===== src/rtl/bram_stream_reader.sv =====
// Read-side sequencer for a 1-cycle-latency BRAM: sweeps an address window and streams words out with valid/ready backpressure.
// Optional end-of-window flag: define BRAM_RD_LAST_EN to add the m_last port.
module bram_stream_reader #(
  parameter int ADDR_WIDTH = 4,
  parameter int DATA_WIDTH = 8
) (
  input  logic                  clk,
  input  logic                  rst_n,
  input  logic                  start,
  input  logic [ADDR_WIDTH-1:0] start_addr,
  input  logic [ADDR_WIDTH:0]   len,
  output logic                  busy,
  output logic                  done,
  output logic [ADDR_WIDTH-1:0] bram_raddr,
  input  logic [DATA_WIDTH-1:0] bram_data_out,
  output logic [DATA_WIDTH-1:0] m_data,
  output logic                  m_valid,
  input  logic                  m_ready
`ifdef BRAM_RD_LAST_EN
  ,
  output logic                  m_last
`endif
);

  localparam logic [1:0] S_IDLE  = 2'd0;
  localparam logic [1:0] S_RUN   = 2'd1;
  localparam logic [1:0] S_DRAIN = 2'd2;

  logic [1:0]            state;
  logic [ADDR_WIDTH-1:0] addr;
  logic [ADDR_WIDTH:0]   remaining;
  logic                  rd_pending;
  logic [1:0]            fifo_count;
  logic [DATA_WIDTH-1:0] entry0;
  logic [DATA_WIDTH-1:0] entry1;

  logic       pop;
  logic       push;
  logic       issue;
  logic       last_issue;
  logic       last_pop;
  logic [2:0] credit;
  logic       wr0_new;
  logic       wr1_new;
  logic       shift;
  logic [1:0] count_next;

  assign pop        = m_valid & m_ready;
  assign push       = rd_pending;
  assign m_valid    = (fifo_count != 2'd0);
  assign m_data     = entry0;
  assign busy       = (state != S_IDLE);
  assign bram_raddr = addr;

  // Occupancy seen by the next read: words held plus the one in flight, less the one leaving now.
  assign credit     = 3'(fifo_count) + 3'(rd_pending) - 3'(pop);
  assign issue      = (state == S_RUN) && (remaining != '0) && (credit < 3'd2);
  assign last_issue = issue && (remaining == (ADDR_WIDTH+1)'(1));
  assign last_pop   = (state == S_DRAIN) && pop && (fifo_count == 2'd1) && !rd_pending;

  // NOTE: every signal written in always_comb gets a default first, so no latch can be inferred.
  always_comb begin
    wr0_new    = 1'b0;
    wr1_new    = 1'b0;
    shift      = 1'b0;
    count_next = fifo_count;
    if (push) begin
      wr0_new = (fifo_count == 2'd0) || (pop && fifo_count == 2'd1);
      wr1_new = (!pop && fifo_count == 2'd1) || (pop && fifo_count == 2'd2);
    end
    shift = pop && !wr0_new;
    if (push && !pop) begin
      count_next = fifo_count + 2'd1;
    end else if (!push && pop) begin
      count_next = fifo_count - 2'd1;
    end
  end

  // NOTE: sequential state uses non-blocking assignments so all registers update from pre-edge values.
  always_ff @(posedge clk) begin
    if (!rst_n) begin
      state      <= S_IDLE;
      addr       <= '0;
      remaining  <= '0;
      rd_pending <= 1'b0;
      done       <= 1'b0;
    end else begin
      done       <= 1'b0;
      rd_pending <= issue;
      case (state)
        S_IDLE: begin
          if (start) begin
            if (len == '0) begin
              done <= 1'b1;
            end else begin
              state     <= S_RUN;
              addr      <= start_addr;
              remaining <= len;
            end
          end
        end
        S_RUN: begin
          if (issue) begin
            addr      <= addr + ADDR_WIDTH'(1);
            remaining <= remaining - (ADDR_WIDTH+1)'(1);
          end
          if (last_issue) begin
            state <= S_DRAIN;
          end
        end
        S_DRAIN: begin
          if (last_pop) begin
            state <= S_IDLE;
            done  <= 1'b1;
          end
        end
        default: state <= S_IDLE;
      endcase
    end
  end

  // NOTE: the FIFO words are reset too, because entry0 drives m_data which must read 0 after reset.
  always_ff @(posedge clk) begin
    if (!rst_n) begin
      fifo_count <= 2'd0;
      entry0     <= '0;
      entry1     <= '0;
    end else begin
      fifo_count <= count_next;
      if (wr0_new) begin
        entry0 <= bram_data_out;
      end else if (shift) begin
        entry0 <= entry1;
      end
      if (wr1_new) begin
        entry1 <= bram_data_out;
      end
    end
  end

`ifdef BRAM_RD_LAST_EN
  // End-of-window tag travels alongside each word: in flight, then in the FIFO slot.
  logic rd_last;
  logic tag0;
  logic tag1;

  assign m_last = tag0;

  always_ff @(posedge clk) begin
    if (!rst_n) begin
      rd_last <= 1'b0;
      tag0    <= 1'b0;
      tag1    <= 1'b0;
    end else begin
      rd_last <= last_issue;
      if (wr0_new) begin
        tag0 <= rd_last;
      end else if (shift) begin
        tag0 <= tag1;
      end
      if (wr1_new) begin
        tag1 <= rd_last;
      end
    end
  end
`endif

endmodule


===== config.mk =====
export PLATFORM = sky130hd
export DESIGN_NAME = bram_stream_reader
export DESIGN_NICKNAME = d
export VERILOG_FILES = /design/src/rtl/bram_stream_reader.sv
export SDC_FILE = /design/constraint.sdc
export NUM_CORES = 1
export LEC_CHECK = 0
export ABC_AREA = 1
export CAP_MARGIN = 20
export CORE_MARGIN = 5
export CORE_UTILIZATION = 50
export CTS_BUF_LIST = sky130_fd_sc_hd__clkbuf_4 sky130_fd_sc_hd__clkbuf_8 sky130_fd_sc_hd__clkbuf_16
export CTS_CLUSTER_SIZE = 14
export DETAILED_ROUTE_END_ITERATION = 16
export PLACE_DENSITY = 0.78
export SETUP_SLACK_MARGIN = 0.05
export SYNTH_ARGS = -nofsm -noshare
export SYNTH_HDL_FRONTEND = slang
export SYNTH_SLANG_ARGS = --single-unit

===== constraint.sdc =====
create_clock -name clk -period 3.2 [get_ports clk]
set_input_delay 0.64 -clock clk [delete_from_list [all_inputs] [get_ports clk]]
set_output_delay 0.64 -clock clk [all_outputs]
set_load 0.005 [all_outputs]

== Word-level counts from Yosys, hierarchy flattened ==
Index checks and enable logic that the tools add are counted.

* $add $sub $neg: 6
* Multiply operators: 0
* Div/mod/pow operators: 0
* Order comparisons: 1
* Equality and inequality tests: 10
* Shift operators: 0
* Mux-type cells: 23
* Bitwise operators: 1
* Reduce and logical (&&, ||, !) cells: 28

{| class="wikitable"
|+ Operators with widths
! cell !! number
|-
| $mux W8 || 2
|-
| $mux W5 || 3
|-
| $logic_and A1 B1 Y1 || 12
|-
| $mux W2 || 6
|-
| $mux W4 || 3
|-
| $ne A2 B2 Y1 const B || 5
|-
| $pmux W5 S2 || 1
|-
| $reduce_bool A2 Y1 || 5
|-
| $pmux W4 S2 || 1
|-
| $reduce_and A4 Y1 || 2
|-
| $pmux W2 S3 || 1
|-
| $eq A5 B1 Y1 const B || 1
|-
| $logic_not A5 Y1 || 1
|-
| $mux W1 || 5
|-
| $reduce_bool A5 Y1 || 1
|-
| $sub A5 B1 Y5 const B || 1
|-
| $add A4 B1 Y4 const B || 1
|-
| $eq A2 B1 Y1 const B || 2
|-
| $eq A2 B2 Y1 const B || 2
|-
| $logic_not A2 Y1 || 2
|-
| $add A2 B1 Y3 || 1
|-
| $logic_not A1 Y1 || 3
|-
| $lt A3 B2 Y1 const B || 1
|-
| $sub A3 B1 Y3 || 1
|-
| 5 further kinds || 6
|}

* Register bits after elaboration: 31
* Latch bits: 0
* RAM bits: 0
* ROM bits: 0
* Input bits: 21
* Output and inout bits: 15
* Memories kept: 0

== Logic depth before layout (Yosys ltp) ==
* Word-level depth: 9
* Mapped depth: 18

== Worst setup path before layout ==
OpenSTA, ideal clock, no wires.

* Path kind: register -> register
* Start: register fifo_count[1]
* End: register addr[3] (netlist: bram_raddr[3])
* Arrival: 2.570 ns
* Data required time: 3.086 ns
* Path slack: 0.516 ns
* Stages on the path, launching flop included: 17
* Buffers on the path: 1
* Cells stage by stage: dfxtp_1 -> inv_1 -> ha_1 -> inv_2 -> nand2_2 -> buf_2 -> ha_1 -> nor2_1 -> inv_1 -> fa_1 -> inv_1 -> nor2_4 -> nand3_2 -> nand2_4 -> nand2_4 -> nor2_1 -> nor2_2

* Word-level cells in the longest chain between the ends: 7
* Elaborated cells on any way between the ends: 8
* Those cells by class: 2 x add/sub; 1 x order compare; 1 x eq/ne; 1 x bitwise; 3 x reduce/logical

{| class="wikitable"
|+ RTL lines
! element !! RTL line !! text
|-
| start, declared || 33 || <nowiki>logic [1:0] fifo_count;</nowiki>
|-
| start signal, assigned || 129 || <nowiki>fifo_count <= count_next;</nowiki>
|-
| $reduce_bool A2 Y1 || 50 || <nowiki>assign m_valid = (fifo_count != 2'd0);</nowiki>
|-
| via m_valid || 17 || <nowiki>output logic m_valid,</nowiki>
|-
| $and A1 B1 Y1 || 48 || <nowiki>assign pop = m_valid & m_ready;</nowiki>
|-
| $sub A3 B1 Y3 || 56 || <nowiki>assign credit = 3'(fifo_count) + 3'(rd_pending) - 3'(pop);</nowiki>
|-
| $lt A3 B2 Y1 || 57 || <nowiki>assign issue = (state == S_RUN) && (remaining != '0) && (credit < 3'd2);</nowiki>
|-
| $logic_and A1 B1 Y1 || 57 ||
|-
| $ne A2 B2 Y1 (no source line) || - ||
|-
| $reduce_and A4 Y1 (no source line) || - ||
|-
| end signal, assigned || 97 || <nowiki>addr <= start_addr;</nowiki>
|-
| end signal, assigned || 104 || <nowiki>addr <= addr + ADDR_WIDTH'(1);</nowiki>
|-
| end, declared || 30 || <nowiki>logic [ADDR_WIDTH-1:0] addr;</nowiki>
|}

The timed path passes the listed nets, and every way through them passes these cells.
A chain may end at the register's enable or synchronous reset.

== Worst setup path after layout ==
* Start: input port m_ready
* End: register remaining[3]

* Word-level cells in the longest chain between the ends: 6

{| class="wikitable"
|+ RTL lines
! element !! RTL line !! text
|-
| start, declared || 18 || <nowiki>input logic m_ready</nowiki>
|-
| $and A1 B1 Y1 || 48 ||
|-
| $sub A3 B1 Y3 || 56 ||
|-
| $lt A3 B2 Y1 || 57 ||
|-
| $logic_and A1 B1 Y1 || 57 ||
|-
| $ne A2 B2 Y1 (no source line) || - ||
|-
| $reduce_and A4 Y1 (no source line) || - ||
|-
| end signal, assigned || 98 || <nowiki>remaining <= len;</nowiki>
|-
| end signal, assigned || 105 || <nowiki>remaining <= remaining - (ADDR_WIDTH+1)'(1);</nowiki>
|-
| end, declared || 31 || <nowiki>logic [ADDR_WIDTH:0] remaining;</nowiki>
|}

Every way passes these cells.

==> summary.md <==
| Metric | Value |
|---|---|
| Outcome | `finished, final reports clean` |
| Layout cells sized above 1 | `0.0931` |
| Clock Path Buffers | `2` |
| CP Data Arrival Time | `2920 ps` |
| Crit-path max FO | `10` |
| Post-route setup slack | `519 ps` |
| Max cap viols | `0` |
| Largest net degree at the start of global routing | `18` |
| Post-synth cell types | `27` |
| Initial Util | `0.516` |
| Setup Viol. Count Final | `0` |
| Cells after Synth | `250` |
| Kind of critical path | `in -> reg` |
| Sequential area share after synthesis | `0.360` |
| RR Startpoint | `fifo_count[1]` |
| Finished Core Util | `0.663` |
| End point of the critical path | `remaining[3]` |
| Pleak | `0.952 nW` |
| Inserted Clock Buffers | `5` |
| Yosys reg bits | `31` |
| CP Data Required Time | `3440 ps` |
| Syn-to-layout area delta | `28.3%` |
| Cell area after synthesis | `1720 sq um` |
| Crit path launch type | `input port` |
| RD Place Congestion | `0.832` |
| Final wirelength | `3.86 mm` |
| Most common flop cell mapped by yosys | `dfxtp_1` |
| Syn nets | `280` |
| Yosys warns | `0` |
| DR vias/cell | `4.90` |
| Max Transition Viols Final | `0` |
| Actual slew at the worst max-slew pin | `514 ps` |
| Setup TNS | `0 ps` |
| IO Count | `36` |
| Endpoint class of the critical path | `register` |
| Cells on worst reg2reg path | `15` |
| Top-area cell type share of the netlist area | `0.360` |
| Cts repair resizes | `0` |
| First-pass GRT wire length | `6.72 mm` |
| Largest cells by area after synthesis | `dfxtp_1 36%, nand2_1 14%, nor2_1 7.2%` |
| N_diodes | `0` |
| Overflow after GRT | `0` |
| Number of synthesized flops with an enable pin | `0` |
| Area leader, netlist | `dfxtp_1` |
| Die Footprint | `4720 sq um` |
| Drt wl/cell | `11.5 um` |
| Worst Skew | `9.48 ps` |
| CTS tree | `yes` |
| Clk Latency, worst-skew pair | `330 ps` |
| Pre-antenna DRT Iters | `4` |
| Final Hold Violating Endpoints | `0` |
| R2r setup slk | `550 ps` |
| All-Layer GR Usage | `0.188` |
| NumNets Final | `319` |
| Crit Reg-Reg Endpoint | `remaining[3]` |
| Total clock sinks | `31` |
| Clock-pin transition on the worst setup and hold timing paths | `100 ps` |
| # rows | `21` |
| Antenna Nets Post-Route | `0` |
| Post-CTS setup buffers | `0` |
| Hold-fix buffers at CTS | `0` |
| Number of global-route vias before repair | `1,517` |
| Root Driver | `clkbuf_4` |
| Via count | `1,648` |
| Max Fclk | `373 MHz` |
| Iter 0 DRT Violations | `99` |
| Place WS | `179 ps` |
| Mean Syn Cell Area | `6.89 sq um` |
| CORE AREA | `3340 sq um` |
| Hold Crit Class | `reg -> reg` |
| Worst vdd rail ir drop | `0.000315 V` |
| Die Wd | `68.7 um` |
| Async S/R FF share, synth | `0` |
| Post-detail-place hpwl | `2.93 mm` |
| Worst setup path start | `m_ready` |
| # DRC | `0` |
| Antenna violations before repair | `0` |
| I/O Buffers | `35` |
| Post-layout min period | `2680 ps` |
| Chip height | `68.7 um` |
| Unrepaired setup endpoints after global routing | `false` |
| H-tree depth | `2` |
| P per Cell Area | `602 nW/um^2` |
| Rel. slew slack | `0.656` |
| Crit share post-route | `0.838` |
worst min-delay path by stage:
stage               cells after the start      start   endpoint  slack [ps]
floorplan                               2  entry1[0]  entry1[0]         440
global placement                        2  entry1[2]  entry1[2]         450
detailed placement                      2  entry1[7]  entry1[7]         460
CTS                                     2  entry1[0]  entry1[0]         470
global route                            2  entry1[0]  entry1[0]         490
finish                                  2  entry1[7]  entry1[7]         470
registers in the layout (all words and copies together), names as in the netlist:
signal      count
remaining       5
m_data          8
state           2
bram_raddr      4
done            1
push            1
entry1          8
fifo_count      2
layer usage:
metal	track usage	share of wire	vias to the layer above
met2	0.308	0.48	44
met4	0.0754	0.011	0
met3	0.0600	0.066	6
li1	-	-	888
met1	0.228	0.44	710
met5	0	0	-
where the power goes:
| group | switching, mW | internal, mW | total [mW] |
|---|---|---|---|
| registers | 0.0467 | 0.446 | 0.492 |
| logic | 0.295 | 0.222 | 0.517 |
| clock network | 0.136 | 0.185 | 0.321 |
placed cells by master, fill, tap and decap left out, types with 3 or more instances in the layout:
master / synthesis / final
inv_1: 24 / 24
inv_2: 3 / 3
clkdlybuf4s50_1: 0 / 35
buf_4: 0 / 3
nand3b_1: 5 / 5
a31oi_1: 8 / 8
o211ai_1: 4 / 4
nor2_1: 33 / 33
o21ai_0: 7 / 7
nor2_2: 3 / 3
nand2_1: 66 / 66
a21oi_1: 14 / 14
nand3_1: 22 / 22
clkbuf_4: 0 / 5
ha_1: 8 / 8
dfxtp_1: 31 / 31
cell families after synthesis:
family,share of synthesized area
AOI/OAI and AO/OA,0.122
xor gates and xnor gates,0.00508
DFF,0.360
and+or+nand+nor,0.365
buffers and inverters,0.0777
adders and majority gates,0.0697
final cells by class:
cell class / instances / area [sq um]
clock inverters: 2 / 35.0
fillers: 301 / 1130
inverters: 28 / 105
repair buffers: 38 / 373
well taps: 46 / 57.6
multi-input cells: 185 / 968
flip-flops and latches: 31 / 621
clock buffers: 6 / 51.3
cells in the mapped netlist, types with 2 or more instances:
master / instances
nand2_1: 66
nor2_1: 33
dfxtp_1: 31
inv_1: 24
nand3_1: 22
a21oi_1: 14
a31oi_1: 8
ha_1: 8
o21ai_0: 7
buf_2: 5
nand3b_1: 5
o211ai_1: 4
inv_2: 3
nor2_2: 3
nand2_2: 2
nand2_4: 2
nand4_1: 2
nor2_4: 2
stage by stage:
stage	std cells	instance area [sq um]	power, mW	hold WS, ps
5_1_grt	336	2210	1.44	490
4_1_cts	336	2210	1.34	471
3_3_place_gp	328	2120	1.00	453
3_5_place_dp	328	2120	1.02	456
2_1_floorplan	250	1720	0.848	441
6_report	336	2210	1.33	467
critical path: stages:
cell	delay, ps
clkdlybuf4s50_1	500
nand2_2	70
ha_1	320
nor2_1	120
inv_1	70
fa_1	490
inv_1	60
nor2_4	110
nand3_2	110
nand2_4	130
nand2_4	100
nor2_1	130
nor2_1	60
No activity file was read; power rests on OpenSTA's default activity.
